[src/rtl/regular_defuzzification.sv]
// Back end of the regular fuzzy datapath: deserialises NUM_TERMS membership
// degrees from the serial result stream and computes the centre-of-gravity
// crisp output floor(sum(mu_i*c_i) / sum(mu_i)).
// A sequential MAC is followed by a restoring divider.
module regular_defuzzification #(
    parameter int BIT_WIDTH = 10,
    parameter int NUM_TERMS = 4
) (
    input  logic                           clock,
    input  logic                           reset,
    input  logic                           io_start,
    input  logic                           io_inResultValid,
    input  logic                           io_inResult,
    input  logic [NUM_TERMS*BIT_WIDTH-1:0] io_centers,
    output logic                           io_busy,
    output logic                           io_outValid,
    output logic [BIT_WIDTH-1:0]           io_outCrisp,
    output logic                           io_outZero
);

    localparam int LOG_T  = $clog2(NUM_TERMS);
    localparam int NUM_W  = 2*BIT_WIDTH + LOG_T;
    localparam int DEN_W  = BIT_WIDTH + LOG_T;
    localparam int BIT_CW = $clog2(BIT_WIDTH);
    localparam int MU_W   = NUM_TERMS*BIT_WIDTH;

    typedef enum logic [2:0] {
        IDLE,
        SHIFT,
        MAC,
        DIV,
        DONE
    } state_t;

    state_t              state_q, state_d;
    logic [BIT_CW-1:0]   bit_cnt;
    logic [LOG_T-1:0]    term_idx;
    logic [MU_W-1:0]     mu_sr;
    logic [NUM_W-1:0]    num;
    logic [DEN_W-1:0]    den;
    logic [BIT_WIDTH-1:0] crisp_q;
    logic                zero_q;

    logic                bit_last;
    logic                term_last;
    logic [BIT_WIDTH-1:0] mu_top;
    logic [BIT_WIDTH-1:0] center_cur;
    logic [NUM_W-1:0]    mac_prod;
    logic [DEN_W:0]      div_trial;
    logic [DEN_W:0]      div_diff;
    logic                div_ge;
    logic [DEN_W-1:0]    div_rem;
    logic [BIT_WIDTH-1:0] result_crisp;
    logic                result_zero;

    // Counter end conditions, MAC operands and one restoring-divide step.
    // The upper DEN_W bits of num serve as the partial remainder while the
    // lower BIT_WIDTH bits shift out dividend bits and shift in quotient bits.
    always_comb begin
        bit_last     = (bit_cnt == BIT_CW'(BIT_WIDTH-1));
        term_last    = (term_idx == LOG_T'(NUM_TERMS-1));
        mu_top       = mu_sr[MU_W-1 -: BIT_WIDTH];
        center_cur   = io_centers[term_idx*BIT_WIDTH +: BIT_WIDTH];
        mac_prod     = NUM_W'(mu_top) * NUM_W'(center_cur);
        div_trial    = {num[NUM_W-1:BIT_WIDTH], num[BIT_WIDTH-1]};
        div_diff     = div_trial - {1'b0, den};
        div_ge       = (div_trial >= {1'b0, den});
        div_rem      = div_ge ? div_diff[DEN_W-1:0] : div_trial[DEN_W-1:0];
        result_zero  = (den == '0);
        result_crisp = result_zero ? '0 : num[BIT_WIDTH-1:0];
    end

    // State register.
    always_ff @(posedge clock or negedge reset) begin
        if (!reset) begin
            state_q <= IDLE;
        end else begin
            state_q <= state_d;
        end
    end

    // Next-state logic; io_start from any state restarts the frame.
    always_comb begin
        state_d = state_q;
        if (io_start) begin
            state_d = SHIFT;
        end else begin
            case (state_q)
                IDLE:    state_d = IDLE;
                SHIFT:   if (io_inResultValid && bit_last && term_last) state_d = MAC;
                MAC:     if (term_last) state_d = DIV;
                DIV:     if (bit_last) state_d = DONE;
                DONE:    state_d = IDLE;
                default: state_d = IDLE;
            endcase
        end
    end

    // Datapath: deserialise, multiply-accumulate, then divide in place.
    always_ff @(posedge clock or negedge reset) begin
        if (!reset) begin
            bit_cnt  <= '0;
            term_idx <= '0;
            mu_sr    <= '0;
            num      <= '0;
            den      <= '0;
        end else if (io_start) begin
            bit_cnt  <= '0;
            term_idx <= '0;
            num      <= '0;
            den      <= '0;
        end else begin
            case (state_q)
                SHIFT: begin
                    if (io_inResultValid) begin
                        mu_sr <= {mu_sr[MU_W-2:0], io_inResult};
                        if (bit_last) begin
                            bit_cnt  <= '0;
                            term_idx <= term_last ? '0 : term_idx + 1'b1;
                        end else begin
                            bit_cnt <= bit_cnt + 1'b1;
                        end
                    end
                end
                MAC: begin
                    num      <= num + mac_prod;
                    den      <= den + DEN_W'(mu_top);
                    mu_sr    <= mu_sr << BIT_WIDTH;
                    term_idx <= term_last ? '0 : term_idx + 1'b1;
                end
                DIV: begin
                    if (den != '0) begin
                        num <= {div_rem, num[BIT_WIDTH-2:0], div_ge};
                    end
                    bit_cnt <= bit_last ? '0 : bit_cnt + 1'b1;
                end
                default: ;
            endcase
        end
    end

    // Held result registers, committed only when a DONE cycle is not aborted.
    always_ff @(posedge clock or negedge reset) begin
        if (!reset) begin
            crisp_q <= '0;
            zero_q  <= 1'b0;
        end else if (state_q == DONE && !io_start) begin
            crisp_q <= result_crisp;
            zero_q  <= result_zero;
        end
    end

    // The fresh result is presented during DONE itself so that busy drops the
    // cycle after io_outValid; an io_start in that cycle suppresses both the
    // pulse and the update, leaving the previous result visible.
    always_comb begin
        io_busy     = (state_q != IDLE);
        io_outValid = (state_q == DONE) && !io_start;
        io_outCrisp = io_outValid ? result_crisp : crisp_q;
        io_outZero  = io_outValid ? result_zero : zero_q;
    end

endmodule

[config.mk]
export PLATFORM = sky130hd
export DESIGN_NAME = regular_defuzzification
export DESIGN_NICKNAME = d
export VERILOG_FILES = /design/src/rtl/regular_defuzzification.sv
export SDC_FILE = /design/constraint.sdc
export NUM_CORES = 1
export LEC_CHECK = 0
export BUFFER_PORTS_ARGS = -buffer_cell sky130_fd_sc_hd__buf_2
export CELL_PAD_IN_SITES_DETAIL_PLACEMENT = 2
export CELL_PAD_IN_SITES_GLOBAL_PLACEMENT = 2
export CORE_MARGIN = 2
export CORE_UTILIZATION = 42
export CTS_BUF_LIST = sky130_fd_sc_hd__clkbuf_16
export DETAILED_ROUTE_END_ITERATION = 6
export HOLD_SLACK_MARGIN = 0.08
export PLACE_DENSITY = 0.9
export SYNTH_ARGS = -nofsm -noshare
export SYNTH_HDL_FRONTEND = slang
export SYNTH_SLANG_ARGS = --single-unit
[constraint.sdc]
create_clock -name clock -period 10 [get_ports clock]
set_clock_uncertainty 0.15 [all_clocks]
set_input_delay 2 -clock clock [delete_from_list [all_inputs] [get_ports clock]]
set_output_delay 2 -clock clock [all_outputs]
set_load 0.1 [all_outputs]
# Word-level counts from Yosys, hierarchy flattened
# Index checks and enable logic that the tools add are counted.
[classes] n_eq_ne=13 order_cmp=1 mul=2 muxes=25 reduce_logical=17 bitwise_logic=1 n_addsub=5 n_shift=1
[op_table] op="one-hot mux 40 bit (2 select lines)" n=1
[op_table] op="two-way mux 22 bit" n=2
[op_table] op="one-hot mux 22 bit (2 select lines)" n=1
[op_table] op="two-way mux 40 bit" n=1
[op_table] op="indexed part select 40 x 7 -> 10 bit" n=1
[op_table] op="two-way mux 12 bit" n=3
[op_table] op="adder 22 x 20 -> 22 bit" n=1
[op_table] op="multiplier 10 x 10 -> 20 bit" n=1
[op_table] op="two-way mux 10 bit" n=2
[op_table] op="inequality test 3 bit, second input constant" n=6
[op_table] op=">= comparator 13 x 12 -> 1 bit" n=1
[op_table] op="adder 12 x 10 -> 12 bit" n=1
[op_table] op="logical NOT 12 bit" n=1
[op_table] op="two-way mux 3 bit" n=4
[op_table] op="two-way mux 4 bit" n=3
[op_table] op="nonzero test 12 bit" n=1
[op_table] op="nonzero test 3 bit" n=4
[op_table] op="subtractor 12 bit" n=1
[op_table] op="one-hot mux 3 bit (3 select lines)" n=1
[op_table] op="AND reduction 3 bit" n=3
[op_table] op="two-way mux 2 bit" n=4
[op_table] op="one-hot mux 4 bit (2 select lines)" n=1
[op_table] op="equality test 3 x 2 -> 1 bit, second input constant" n=2
[op_table] op="multiplier 2 x 3 -> 5 bit, second input constant" n=1
[op_table] op="14 further kinds" n=18
[totals] elab_cells=73 in_bits=45 reg_bits=94

# Depth between registers and ports, before layout
[depth] depth_word=6 mapped_depth=23 depth_no_buf=22

# Worst setup path after synthesis
# No wires, ideal clock.
[synth_timing] path_kind="input -> output" from="input io_start" to="output io_outCrisp[0]" setup_slack_ns=2.141 stages=6 t_required_ns=7.850 path_buffers=2 arrival_time_ns=5.709 path_cell_list="clkbuf_1 or4b_2 clkbuf_1 clkinv_1 nand2_1 o21ai_0"
[synth_via] elab_chain_cells=3
[synth_rtl] item="from (decl)" line="11" text="input logic io_start,"
[synth_rtl] item="logical NOT 1 bit" line="158" text="io_outValid = (state_q == DONE) && !io_start;"
[synth_rtl] item="logical AND 1 bit" line="158"
[synth_rtl] item="net io_outValid" line="16" text="output logic io_outValid,"
[synth_rtl] item="two-way mux 10 bit"
[synth_rtl] item="to (decl)" line="17" text="output logic [BIT_WIDTH-1:0] io_outCrisp,"
# The timed path passes the listed nets, and every way through them passes these cells.

# Final worst setup path
[layout_timing] from="input io_centers[36]" to="register num[21]"
[layout_via] elab_chain_cells=5
[layout_rtl] item="from (decl)" line="14" text="input logic [NUM_TERMS*BIT_WIDTH-1:0] io_centers,"
[layout_rtl] item="indexed part select 40 x 7 -> 10 bit" line="63" text="center_cur = io_centers[term_idx*BIT_WIDTH +: BIT_WIDTH];"
[layout_rtl] item="multiplier 10 x 10 -> 20 bit" line="64" text="mac_prod = NUM_W'(mu_top) * NUM_W'(center_cur);"
[layout_rtl] item="adder 22 x 20 -> 22 bit" line="126" text="num <= num + mac_prod;"
[layout_rtl] item="one-hot mux 22 bit (2 select lines)" line="113" text="case (state_q)"
[layout_rtl] item="two-way mux 22 bit" line="107" text="end else if (io_start) begin"
[layout_rtl] item="to (signal assigned)" line="126"
[layout_rtl] item="to (signal assigned)" line="133" text="num <= {div_rem, num[BIT_WIDTH-2:0], div_ge};"
[layout_rtl] item="to (decl)" line="39" text="logic [NUM_W-1:0] num;"
# No other way between the ends.
# A chain may end at the register's enable or synchronous reset.

==> flow_metrics.py <==
metrics = {
    "logic_synthesis": {
        "synth_compound_area_share_pct": 12.8,
        "yosysMostFrequentCell": "nand2_1",
        "synthTopCellsByCount": "nand2_1 (206), inv_1 (169), dfrtp_1 (94), nor2_1 (90)",
        "ys_seq_area_share_pct": 24.5,
        "synth_cell_type_count": 60,
        "ys.warnings.count": 0,
        "synth_adder_area_share_pct": 28.4,
        "synth_seq_cells": 94,
        "synth.area.mux_share_pct": 3.57,
        "async_flop_share_pct": 100,
        "synth_xor_area_share_pct": 2.83,
        "synth_area_leaders": "dfrtp_1 (24%), fa_1 (18%), ha_1 (11%)",
        "syn-cell-area_sq_um": 9610,
        "syn-num-nets": 1347,
        "synth_area_per_cell_sq_um": 8.47,
        "synthSimpleGateAreaFrac_pct": 19.3,
        "syn_inst": 1134,
        "synth_edf_count": 0,
        "yosysTopAreaCell": "dfrtp_1",
        "synth_top_family_by_area": "adder cells",
        "synth_ff_type": "dfrtp_1",
        "synth_top_area_share_pct": 24.5,
    },
    "grt": {
        "antenna_found_initial": 1,
        "grt_pass1_wl_um": 55400,
        "grt_pass1_vias": 9822,
        "grt_max_degree": 71,
        "grt_overflow": 0,
        "grt.total_usage_pct": 30.2,
    },
    "floorplanning": {
        "coreArea_sq_um": 22600,
        "die_w_um": 155,
        "ios": 58,
        "rows": 55,
        "fp.dieH_um": 155,
        "die-area_sq_um": 24100,
        "start_util_pct": 42.6,
    },
    "placement": {
        "port_buffers": 57,
        "dp.final_hpwl_um": 25600,
        "place_congestion": 0.823,
    },
    "worst_setup_path": {
        "critPathKind": "in2reg",
        "crit_buf_inv": 5,
        "worstPathCellList": "buf_2 > mux4_2 > and2_1 > fa_1 > inv_1 > fa_1 > inv_1 > fa_1 > fa_1 > inv_1 > fa_1 > inv_1 > ha_1 > o21ai_0 > o21ai_0 > o221ai_1 > o311a_1 > o31ai_1 > a21oi_1 > xnor2_1 > mux2i_1 > a21oi_1",
        "crit_top_cell": "fa_1",
        "slowest_stage": "mux4_2",
        "required_ns": 10.08,
        "reg2regPathDepth": 21,
        "crit_family": "adder cells",
        "startpoint_type": "input pin",
        "worst_setup_path_end_kind": "flop",
        "slowest_delay_ns": 0.59,
        "cp.depth": 22,
        "crit_arrival_ns": 8.04,
        "critical_path.max_fanout": 10,
    },
    "sta": {
        "setup_tns_ns": 0,
        "fin_crit_ns": 7.96,
        "maxSlewViolCount": 0,
        "rsz0062_at_grt": "false",
        "hold_viol": 0,
        "hold-worst-slack_ns": 0.328,
        "clock.fmax_mhz": 126,
        "setup_violations": 0,
        "finalCritPeriodShare_pct": 79.6,
        "worstMarginPinSlew_ns": 1.02,
        "slew_headroom_pct": 32.2,
    },
    "detailed_routing": {
        "first_pass_iters": 5,
        "drcViolationCount": 0,
        "wl_per_cell_um": 24.4,
        "viasPerCell": 5.83,
        "drt_iter0_markers": 329,
        "vias": 8445,
        "wl_um": 35400,
        "ant_nets": 0,
    },
    "layout": {
        "num_antenna_cells": 0,
        "syn2layout_area_growth_pct": 9.04,
        "multi_input_area_sq_um": 6440,
        "drive_gt1_share_pct": 9.36,
        "nFillCells": 2526,
        "regArea_sq_um": 2350,
        "fin_nets": 1373,
    },
    "clock_network": {
        "cts_tree": "done",
        "cts_setup_buffers": 0,
        "cts_resized": 0,
        "cts_buffer_depth": 2,
        "cts_made_buffers": 9,
        "cts_root_buf": "clkbuf_16",
        "path_clk_slew_ns": 0.08,
        "insertion_delay_ns": 0.37,
        "cts_hold_buf": 0,
        "htreeDepth": 3,
        "clkSinkCount": 94,
    },
    "outcome": {
        "status": "finished, final reports clean",
    },
    "hold_path": {
        "hp-class": "reg2reg",
        "whs_path_depth": 2,
    },
    "flow_run": {
        "cap_violations": 0,
    },
}
## flip-flops by register name (all words and copies together), names as in the netlist
name,cells
bit_cnt,4
crisp_q,10
den,12
mu_sr,40
num,22
state_q,3
term_idx,2
zero_q,1
## metal layers
layer	vias to the layer above	share of wire, %	global-route usage [%]
met2	214	53	56.3
met5	-	0	0
li1	3738	-	-
met1	4382	38	33.3
met3	111	3.9	5.10
met4	0	4.8	14.9
## worst min-delay path, cell delays in order, from the launching register on
cell	delay, ns
dfrtp_1	0.33
nand2_1	0.04
nand2_1	0.07
## cell usage in the layout, fill, tap and decap left out, types with 9 or more instances in the layout
cell	instances
a21o_1	13
xnor2_1	19
and2_1	52
xor2_1	12
inv_1	169
o21ai_0	25
dfrtp_1	94
buf_2	56
nand3_1	18
fa_1	84
a31oi_1	32
nand2_1	206
nor2_1	90
mux4_2	10
nor3_1	22
ha_1	84
clkbuf_16	9
a21oi_1	45
o31ai_1	9
## area by class of cell
type                    instances  share of cell area (%)
clock buffers                   9                    2.15
multi-input cells             821                    61.5
repair buffers                 64                    3.25
flip-flops and latches         94                    22.5
inverters                     170                    6.09
well taps                     285                    3.40
clock inverters                 6                    1.13
## path summary, 6_finish.rpt
kind	slack, ns	start	endpoint
worst max-delay path	2.04	io_centers[36]	num[21]
worst min-delay path	0.33	zero_q	zero_q
worst max register to register	2.58	term_idx[0]	num[21]
worst min register to register	0.33	zero_q	zero_q
max in group asynchronous	7.01	reset	mu_sr[7]
min in group asynchronous	1.39	reset	crisp_q[3]
## stage by stage
step                util (%)  cell area (sq um)  setup WS, ns  instances
CTS                     46.4              10500          2.05       1449
detailed placement      44.9              10100          1.68       1434
floorplan                  -               9610          2.14       1134
global route            46.4              10500          1.86       1449
finish                  46.4              10500          2.04       1449
global placement        44.9              10100          2.01       1434
## cell families (layout without fill, tap and decap cells)
| kind of cell | Yosys count | in the layout |
|---|---|---|
| compound gates | 180 | 180 |
| xor+xnor | 31 | 31 |
| fa+ha+maj | 168 | 168 |
| buf+inv | 219 | 249 |
| flops | 94 | 94 |
| mux | 21 | 21 |
| simple gates | 421 | 421 |
Power is left out: the tool's default activity adds up to more than one toggle a clock period on the data nets, which glitch-free logic cannot reach.
